`src/rtl/nn_const_pkg.sv`:
```
// Shared constants and encodings for the constant-fetch path of the NN accelerator.
package nn_const_pkg;

  localparam int unsigned N_PIX = 784;
  localparam int unsigned N_L1  = 56;
  localparam int unsigned PIX_W = 10;
  localparam int unsigned L1_W  = 6;
  localparam int unsigned N_FETCH_KINDS = 4;

  typedef enum logic [1:0] {
    PH_B0 = 2'd0,
    PH_W0 = 2'd1,
    PH_B1 = 2'd2,
    PH_W1 = 2'd3
  } phase_e;

  typedef enum logic [2:0] {
    ST_IDLE    = 3'd0,
    ST_ISSUE   = 3'd1,
    ST_HANDOFF = 3'd2,
    ST_GAP     = 3'd3,
    ST_DONE    = 3'd4,
    ST_ERR     = 3'd5
  } state_e;

  // One-hot request/valid vector ordered {w1, b1, w0, b0}.
  function automatic logic [N_FETCH_KINDS-1:0] phase_onehot(input phase_e p);
    return 4'b0001 << p;
  endfunction

endpackage

```
`src/rtl/fetch_timeout_timer.sv`:
```
// Wait-cycle counter for an outstanding fetch; expired is high once TIMEOUT-1 cycles elapsed.
module fetch_timeout_timer #(
  parameter int unsigned TIMEOUT = 256
) (
  input  logic clk,
  input  logic reset,
  input  logic clear,
  input  logic enable,
  output logic expired
);

  localparam int unsigned CW = (TIMEOUT > 2) ? $clog2(TIMEOUT) : 1;
  localparam logic [CW-1:0] LAST = CW'(TIMEOUT - 1);

  logic [CW-1:0] count_q;

  // Saturating count; expired tracks count == LAST.
  always_ff @(posedge clk or negedge reset) begin
    if (!reset) begin
      count_q <= '0;
      expired <= 1'b0;
    end else if (clear) begin
      count_q <= '0;
      expired <= 1'b0;
    end else if (enable && (count_q != LAST)) begin
      count_q <= count_q + CW'(1);
      expired <= (count_q == (LAST - CW'(1)));
    end
  end

endmodule

```
`src/rtl/constant_fetch_sequencer.sv`:
```
// Sequences bias/weight fetches B0, W0 x N_PIX, B1, W1 x N_L1 against the constant memory controller.
module constant_fetch_sequencer #(
  parameter int unsigned N_PIX   = nn_const_pkg::N_PIX,
  parameter int unsigned N_L1    = nn_const_pkg::N_L1,
  parameter int unsigned TIMEOUT = 256
) (
  input  logic                           clk,
  input  logic                           reset,
  input  logic                           start,
  input  logic                           b0_complete,
  input  logic                           w0_complete,
  input  logic                           b1_complete,
  input  logic                           w1_complete,
  input  logic                           data_ack,
  output logic                           b0_fetch,
  output logic                           w0_fetch,
  output logic                           b1_fetch,
  output logic                           w1_fetch,
  output logic [nn_const_pkg::PIX_W-1:0] pixel_no,
  output logic [nn_const_pkg::L1_W-1:0]  l1_no,
  output logic                           b0_valid,
  output logic                           w0_valid,
  output logic                           b1_valid,
  output logic                           w1_valid,
  output logic                           busy,
  output logic                           done,
  output logic                           error
);

  import nn_const_pkg::*;

  localparam int unsigned PW = nn_const_pkg::PIX_W;
  localparam int unsigned LW = nn_const_pkg::L1_W;
  localparam logic [PW-1:0] LAST_PIX = PW'(N_PIX - 1);
  localparam logic [LW-1:0] LAST_L1  = LW'(N_L1 - 1);

  state_e        state_q, state_n;
  phase_e        phase_q, phase_n;
  logic [PW-1:0] pix_q, pix_n;
  logic [LW-1:0] l1_q, l1_n;
  logic [3:0]    fetch_q, fetch_n;
  logic [3:0]    valid_q, valid_n;
  logic          busy_q, busy_n;
  logic          done_q, done_n;
  logic          error_q, error_n;
  logic          last_q, last_n;
  logic [3:0]    complete_c;
  logic          expired;

  assign complete_c = {w1_complete, b1_complete, w0_complete, b0_complete};

  fetch_timeout_timer #(.TIMEOUT(TIMEOUT)) u_timer (
    .clk     (clk),
    .reset   (reset),
    .clear   (state_q != ST_ISSUE),
    .enable  (state_q == ST_ISSUE),
    .expired (expired)
  );

  always_ff @(posedge clk or negedge reset) begin
    if (!reset) begin
      state_q <= ST_IDLE;
      phase_q <= PH_B0;
      pix_q   <= '0;
      l1_q    <= '0;
      fetch_q <= '0;
      valid_q <= '0;
      busy_q  <= 1'b0;
      done_q  <= 1'b0;
      error_q <= 1'b0;
      last_q  <= 1'b0;
    end else begin
      state_q <= state_n;
      phase_q <= phase_n;
      pix_q   <= pix_n;
      l1_q    <= l1_n;
      fetch_q <= fetch_n;
      valid_q <= valid_n;
      busy_q  <= busy_n;
      done_q  <= done_n;
      error_q <= error_n;
      last_q  <= last_n;
    end
  end

  always_comb begin
    state_n = state_q;
    phase_n = phase_q;
    pix_n   = pix_q;
    l1_n    = l1_q;
    fetch_n = fetch_q;
    valid_n = valid_q;
    busy_n  = busy_q;
    done_n  = 1'b0;
    error_n = error_q;
    last_n  = last_q;
    unique case (state_q)
      ST_IDLE, ST_ERR: begin
        if (start) begin
          state_n = ST_ISSUE;
          phase_n = PH_B0;
          pix_n   = '0;
          l1_n    = '0;
          fetch_n = phase_onehot(PH_B0);
          valid_n = '0;
          busy_n  = 1'b1;
          error_n = 1'b0;
          last_n  = 1'b0;
        end
      end
      ST_ISSUE: begin
        // A matching completion wins over a timeout landing on the same edge.
        if (complete_c[phase_q]) begin
          fetch_n = '0;
          valid_n = phase_onehot(phase_q);
          state_n = ST_HANDOFF;
        end else if (expired) begin
          fetch_n = '0;
          error_n = 1'b1;
          busy_n  = 1'b0;
          state_n = ST_ERR;
        end
      end
      ST_HANDOFF: begin
        if (data_ack) begin
          valid_n = '0;
          state_n = ST_GAP;
          unique case (phase_q)
            PH_B0: phase_n = PH_W0;
            PH_W0: begin
              if (pix_q == LAST_PIX) phase_n = PH_B1;
              else                   pix_n   = pix_q + PW'(1);
            end
            PH_B1: phase_n = PH_W1;
            PH_W1: begin
              if (l1_q == LAST_L1) last_n = 1'b1;
              else                 l1_n   = l1_q + LW'(1);
            end
            default: phase_n = PH_B0;
          endcase
        end
      end
      ST_GAP: begin
        // One idle cycle so the controller sees a fresh rising request.
        if (last_q) begin
          state_n = ST_DONE;
          done_n  = 1'b1;
          busy_n  = 1'b0;
        end else begin
          state_n = ST_ISSUE;
          fetch_n = phase_onehot(phase_q);
        end
      end
      ST_DONE: state_n = ST_IDLE;
      default: state_n = ST_IDLE;
    endcase
  end

  assign {w1_fetch, b1_fetch, w0_fetch, b0_fetch} = fetch_q;
  assign {w1_valid, b1_valid, w0_valid, b0_valid} = valid_q;
  assign pixel_no = pix_q;
  assign l1_no    = l1_q;
  assign busy     = busy_q;
  assign done     = done_q;
  assign error    = error_q;

endmodule

```
`config.mk`:
```
export PLATFORM = sky130hd
export DESIGN_NAME = constant_fetch_sequencer
export DESIGN_NICKNAME = d
export VERILOG_FILES = /design/src/rtl/nn_const_pkg.sv /design/src/rtl/fetch_timeout_timer.sv /design/src/rtl/constant_fetch_sequencer.sv
export SDC_FILE = /design/constraint.sdc
export NUM_CORES = 1
export LEC_CHECK = 0
export ABC_AREA = 0
export ABC_CLOCK_PERIOD_IN_PS = 2400
export CORE_ASPECT_RATIO = 1.25
export CORE_MARGIN = 4
export CORE_UTILIZATION = 36
export DETAILED_ROUTE_END_ITERATION = 10
export GPL_TIMING_DRIVEN = 0
export HOLD_SLACK_MARGIN = 0.08
export SLEW_MARGIN = 40
export SYNTH_ARGS = -nofsm -noshare
export SYNTH_HDL_FRONTEND = slang
export SYNTH_SLANG_ARGS = --single-unit
```
`constraint.sdc`:
```
create_clock -name clk -period 2.4 [get_ports clk]
set_input_delay 0.36 -clock clk [delete_from_list [all_inputs] [get_ports clk]]
set_output_delay 0.36 -clock clk [all_outputs]
set_load 0.05 [all_outputs]
```
==> impl_metrics.yaml, run 1 <==
run:
  drv_cap: 0
finish:
  final_area_um2: 3008
  drive_gt1_share_pct: 8.054
  fin_util_pct: 45.82
  num-fill-cells: 620
  syn_to_final_growth_pct: 23.98
  final_common_cell: "dfrtp_1"
  antennaDiodeCount: 0
  most-common-layout-cells: "42 x dfrtp_1, 33 x clkdlybuf4s50_1, 25 x nand2_1"
  nNetsFinal: 314
clock_tree:
  cts.sinks: 42
  tritoncts: "built"
  cts-root-buf: "clkbuf_8"
  post-cts-setup-buffer-count: 0
  cts_resized: 0
  cts_buffers: 5
  clock_path_buffers: 2
  htree_levels: 2
  clk_pin_slew_ns: 0.08
  clkLatencyLatePin_ns: 0.29
  postCtsHoldBufs: 1
synthesis:
  synthTopCellsByArea: "dfrtp_1 43%, ha_1 4.6%, nand2_1 3.9%"
  yosysTopAreaCell: "dfrtp_1"
  synth_nets: 271
  yosysSeqAreaShare_pct: 43.32
  synthCells: 254
  synth_area_um2: 2426
  synth-edff-count: 0
  yosysWarningCount: 0
  synth_cell_type_count: 55
  postSynthAreaPerCell_um2: 9.551
  synthArstFlopShare_pct: 100.0
  netlist.area_leader.share_pct: 43.32
  synth_seq_cells: 42
  synth_ff_type: "dfrtp_1"
routing:
  ant_nets: 0
  wl_per_cell_um: 15.07
  drc: 0
  vias_per_cell: 5.481
  wl_mm: 5.801
  vias: 2110
  drt_first_pass_iters: 4
  drtIter0Drc: 104
critical_path:
  arrival_ns: 2.33
  r2r_start: "state_q[0]"
  start_kind: "register"
  r2r-end: "l1_no[5]"
  worstSetupEndpointType: "register"
  path_cells: "clkbuf_1 -> nor3b_1 -> clkbuf_1 -> o21ai_0 -> mux2i_1"
  crit_top_cell: "clkbuf_1"
  critical-path-slowest-cell: "nor3b_1"
  cpPeakStageDelay_ns: 0.66
  cp_max_fo: 10
  cp.required_ns: 2.62
  reg2reg_slack_ns: 0.29
  critPathKind: "register to register"
  reg2reg_depth: 5
  crit_path_start: "state_q[0]"
pwr:
  power_frac_clock_pct: 17.7
  leakagePower_nw: 1.299
  seq_power_share_pct: 34.6
  power_density_nw_per_um2: 899.6
  sw_frac_of_total_pct: 44.63
  p_int_w: 0.001498
  pwr-share-comb_pct: 47.7
  peakVddDrop_mv: 0.4590
  switching_power_w: 0.001208
timing:
  min_period_over_period_pct: 88.04
  final-max-slew-violation-count: 0
  whs_ns: 0.5002
  setup_viol: 0
  tightest_slew_ns: 0.7104
  clock_skew_ns: 0.006867
  post-route-min-period_ns: 2.113
  clock.fmax_ghz: 0.4733
  fin_ws_ns: 0.2870
  maxSlewHeadroom_pct: 52.54
  grt_setup_unrepaired: "no"
  hold_violations: 0
place:
  numPortBuffers: 34
  placed_area_um2: 2907
  dp_slack_ns: -0.01283
  place.gp.congestion: 0.8050
  place_hpwl_mm: 4.272
global_routing:
  use_met1_pct: 19.05
  antenna_found_initial: 0
  grt_overflow_total: 0
  grt-busiest-layer: "met2"
  gr-usage-all-layers_pct: 15.06
  gr-usage-met3_pct: 3.770
  grt_pass1_vias: 1970
  grt_max_degree: 23
  grt_pass1_wl_mm: 9.556
  use_met2_pct: 24.34
floorplan:
  dieWidth_um: 81.43
  initial_core_util_pct: 36.95
  io_pins: 35
  core_um2: 6565
  die_area_um2: 8125
  die_y_um: 99.78
  row_count: 33
outcome:
  status: "complete, no violations"
worst_hold_path:
  min_path_type: "primary input to async pin"
==> worst max-delay path, delay by kind of cell, from the launching register on <==
kind / cells / cell delay (ns)
buffers and inverters: 2 / 0.67
AOI/OAI and AO/OA: 1 / 0.16
and+or+nand+nor: 1 / 0.66
muxes: 1 / 0.14
DFF: 1 / 0.41
==> logic make-up after synthesis <==
kind of cell | after synthesis | share of synthesized area [%]
xor gates and xnor gates | 2 | 0.7222
muxes | 9 | 4.384
buffers and inverters | 20 | 3.455
adders and majority gates | 9 | 4.642
DFF | 42 | 43.32
AOI/OAI and AO/OA | 61 | 18.26
and+or+nand+nor | 111 | 25.22
==> metrics by stage <==
| step | total power (W) | std cells | setup TNS [ns] |
|---|---|---|---|
| after global routing | 0.002891 | 385 | 0 |
| final | 0.002706 | 385 | 0 |
| after floorplan | 0.001842 | 254 | 0 |
| after CTS | 0.002745 | 385 | 0 |
| after global placement | 0.002228 | 375 | -9.769 |
| after detailed placement | 0.002243 | 376 | -0.01440 |
==> cell usage after synthesis (2+ instances only) <==
cell type,number
a21oi_1,8
and4_2,3
ha_1,9
clkbuf_1,7
nor3_1,9
nand3_1,17
or4_1,3
or3_1,2
nand2_1,25
o21bai_1,4
mux2i_1,5
nand4_1,3
o211ai_1,6
nor2_1,18
mux2_2,3
a211oi_1,2
and4b_1,3
nor3b_1,4
dfrtp_1,42
nor4bb_1,2
inv_1,10
o21a_1,3
and4_1,2
and3_1,9
o2111ai_1,2
a31oi_1,3
or3b_2,2
nor2b_1,4
o21ai_0,13
a22o_1,4
a221o_1,3
==> final cells by class <==
class / instances / area, µm² / area share, %
plain buffers: 10 / 46.29 / 1.539
clock buffers: 7 / 86.33 / 2.870
clock inverters: 1 / 5.005 / 0.1664
inverters: 10 / 37.54 / 1.248
multi-input cells: 192 / 1297 / 43.14
flip-flops and latches: 42 / 1051 / 34.94
well taps: 87 / 108.9 / 3.619
repair buffers: 36 / 375.4 / 12.48
==> per-layer routing <==
layer	share of wire, %	up-vias
li1	-	1041
met1	44	1022
met2	50	36
met3	4.0	11
met4	1.9	0
met5	0	-
==> state kept, by name (all words and copies together) (netlist names) <==
register         cells
busy                 1
done                 1
fetch_q              4
error                1
l1_no                6
last_q               1
u_timer.count_q      8
pixel_no            10
u_timer.expired      1
valid_q              4
phase_q              2
state_q              3
==> power groups by stage <==
stage | clock (W) | sequential (W) | combinational, W
global route | 0.000531 | 0.000956 | 0.00140
CTS | 0.000505 | 0.000937 | 0.00130
finish | 0.000480 | 0.000936 | 0.00129
floorplan | 0 | 0.00120 | 0.000645
detailed placement | 0 | 0.000949 | 0.00129
global placement | 0 | 0.000948 | 0.00128
==> how the worst max path moves through the flow <==
stage	to	slack, ns
floorplan	phase_q[0]	0.18
global placement	valid_q[1]	-0.23
detailed placement	l1_no[5]	-0.01
CTS	l1_no[5]	0.26
global route	l1_no[5]	0.07
finish	l1_no[5]	0.29
Note: power is estimated with default switching activity, not from simulation.
==> inputs of run 2 (changes only) <==
ABC_CLOCK_PERIOD_IN_PS = 1900   (was 2400)
SLEW_MARGIN = 5   (was 40)
clock period = 1.9 ns   (was 2.4 ns; I/O delays follow)
==> run 2 against run 1 <==
  * The flow now finishes with violations (negative setup slack)
  * Global-route usage rose by 0.56 points
  * Total power rose by 34%
  * Clock-buffer cell count decreased by 2
  * Sequential power up 31%
==> impl_metrics.yaml, run 2 (synthesized netlist as in run 1, its figures left out) <==
floorplan:
  die_area_um2: 8125
  dieWidth_um: 81.43
  initial_core_util_pct: 36.95
  io_pins: 35
  die_y_um: 99.78
  core_um2: 6565
  row_count: 33
global_routing:
  gr-usage-met3_pct: 3.321
  grt-busiest-layer: "met2"
  grt_pass1_wl_mm: 9.942
  use_met2_pct: 25.41
  antenna_found_initial: 0
  use_met1_pct: 20.46
  grt_max_degree: 24
  gr-usage-all-layers_pct: 15.61
  grt_pass1_vias: 2045
  grt_overflow_total: 0
timing:
  maxSlewHeadroom_pct: 66.02
  hold_violations: 0
  setup_viol: 1
  clock_skew_ns: 0.005554
  final-max-slew-violation-count: 0
  clock.fmax_ghz: 0.5239
  fin_ws_ns: -0.008596
  min_period_over_period_pct: 100.5
  tightest_slew_ns: 0.5081
  post-route-min-period_ns: 1.909
  grt_setup_unrepaired: "yes"
worst_hold_path:
  min_path_type: "primary input to register"
critical_path:
  cp.required_ns: 2.13
  arrival_ns: 2.14
  start_kind: "register"
  cp_top_family: "simple AND/OR/NAND/NOR gates"
  path_cells: "or4_4 -> o31a_1 -> or4_1 -> nand3_1"
  critPathKind: "register to register"
  cp_max_fo: 4
  worst-path-buf-inv: 0
  worstSetupEndpointType: "register"
  cpPeakStageDelay_ns: 0.57
  critical-path-slowest-cell: "or4_4"
pwr:
  leakagePower_nw: 1.473
  peakVddDrop_mv: 0.6878
  power_density_nw_per_um2: 1160
routing:
  drt_first_pass_iters: 4
  wl_per_cell_um: 15.35
  drc: 0
  drtIter0Drc: 59
  wl_mm: 5.973
  ant_nets: 0
  vias: 2110
  vias_per_cell: 5.424
place:
  place_hpwl_mm: 4.223
  dp.cells: 376
  numPortBuffers: 34
  place.gp.congestion: 0.7938
finish:
  final_cells: 389
  largest_register_ffs: 10
  antennaDiodeCount: 0
  fin_util_pct: 47.68
  drive_gt1_share_pct: 17.22
  syn_to_final_growth_pct: 29.04
  nNetsFinal: 318
  most-common-layout-cells: "34 x dfrtp_1, 25 x nand2_1, 25 x clkdlybuf4s50_1"
  final_common_cell: "dfrtp_1"
clock_tree:
  htree_levels: 2
  cts_buffers: 5
  clock_path_buffers: 2
  cts.sinks: 42
  cts-root-buf: "clkbuf_8"
  tritoncts: "built"
  clkLatencyLatePin_ns: 0.30
  clk_pin_slew_ns: 0.08
outcome:
  violations: "negative setup slack"
  status: "complete, but fails checks"
run:
  drv_cap: 0
## run 2: cell types whose count changed in the layout (fill, tap and decap cells not counted), moves of 6 or more
cell             delta
clkbuf_1            -8
dfrtp_1             -8
dfrtp_2             +8
dlymetal6s2s_1      +7
clkdlybuf4s50_1     -8
buf_4               +6
## run 2: per-stage QoR
step	setup TNS (ns)	total power, W	cell area [µm²]	setup WS, ns	hold slack, ns
after detailed placement	-7.057	0.002839	2898	-0.4794	0.2750
after global routing	-0.2614	0.003874	3131	-0.06907	0.4393
final	-0.008596	0.003631	3131	-0.008596	0.4181
after floorplan	-0.8322	0.002331	2434	-0.1804	-0.01059
after global placement	-36.35	0.002813	2883	-0.8438	0.4916
after CTS	-0.1576	0.003607	3058	-0.08759	0.4891
## run 2: final cells by class
class	count	area [µm²]
clock inverter	3	40.04
fill	596	3435
multi-input combinational	192	1343
sequential	42	1061
inverter	10	37.54
buffer	7	37.54
tap	87	108.9
clock buffer	5	68.82
timing repair buffer	43	434.2
## run 2: layer usage
layer	share of wire, %	wire length [µm]	vias to the layer above
li1	-	-	1048
met1	45	2658	1018
met2	51	3018	36
met3	3.6	214	8
met4	1.4	81	0
met5	0	0	-
## run 2: what timing repair did
| item | CTS | global route |
|---|---|---|
| hold endpoints to repair | 19 | 0 |
| endpoints found under the setup margin | 24 | 32 |
| cloned | 0 | 0 |
| gates resized for setup | 10 | 21 |
| buffers inserted | 4 | 3 |
| hold buffers | 1 | 0 |
| pin swaps | 4 | 3 |
## run 2: final timing paths
path,startpoint,end,slack [ns],cells past startpoint
hold / removal,start,state_q[2],0.42,2
min in group asynchronous,reset,phase_q[1],0.48,2
hold reg to reg,valid_q[0],valid_q[0],0.51,2
setup reg to reg,pixel_no[4],phase_q[0],-0.009,4
setup / recovery,pixel_no[4],phase_q[0],-0.009,4
max in group asynchronous,reset,state_q[2],0.94,3
## run 2: power breakdown
group | switching [W] | leakage (nW) | internal [W] | total, W
Clock | 0.000317 | 0.0579 | 0.000387 | 0.000704
Sequential | 0.000179 | 0.556 | 0.00105 | 0.00123
Combinational | 0.00108 | 0.859 | 0.000618 | 0.00170
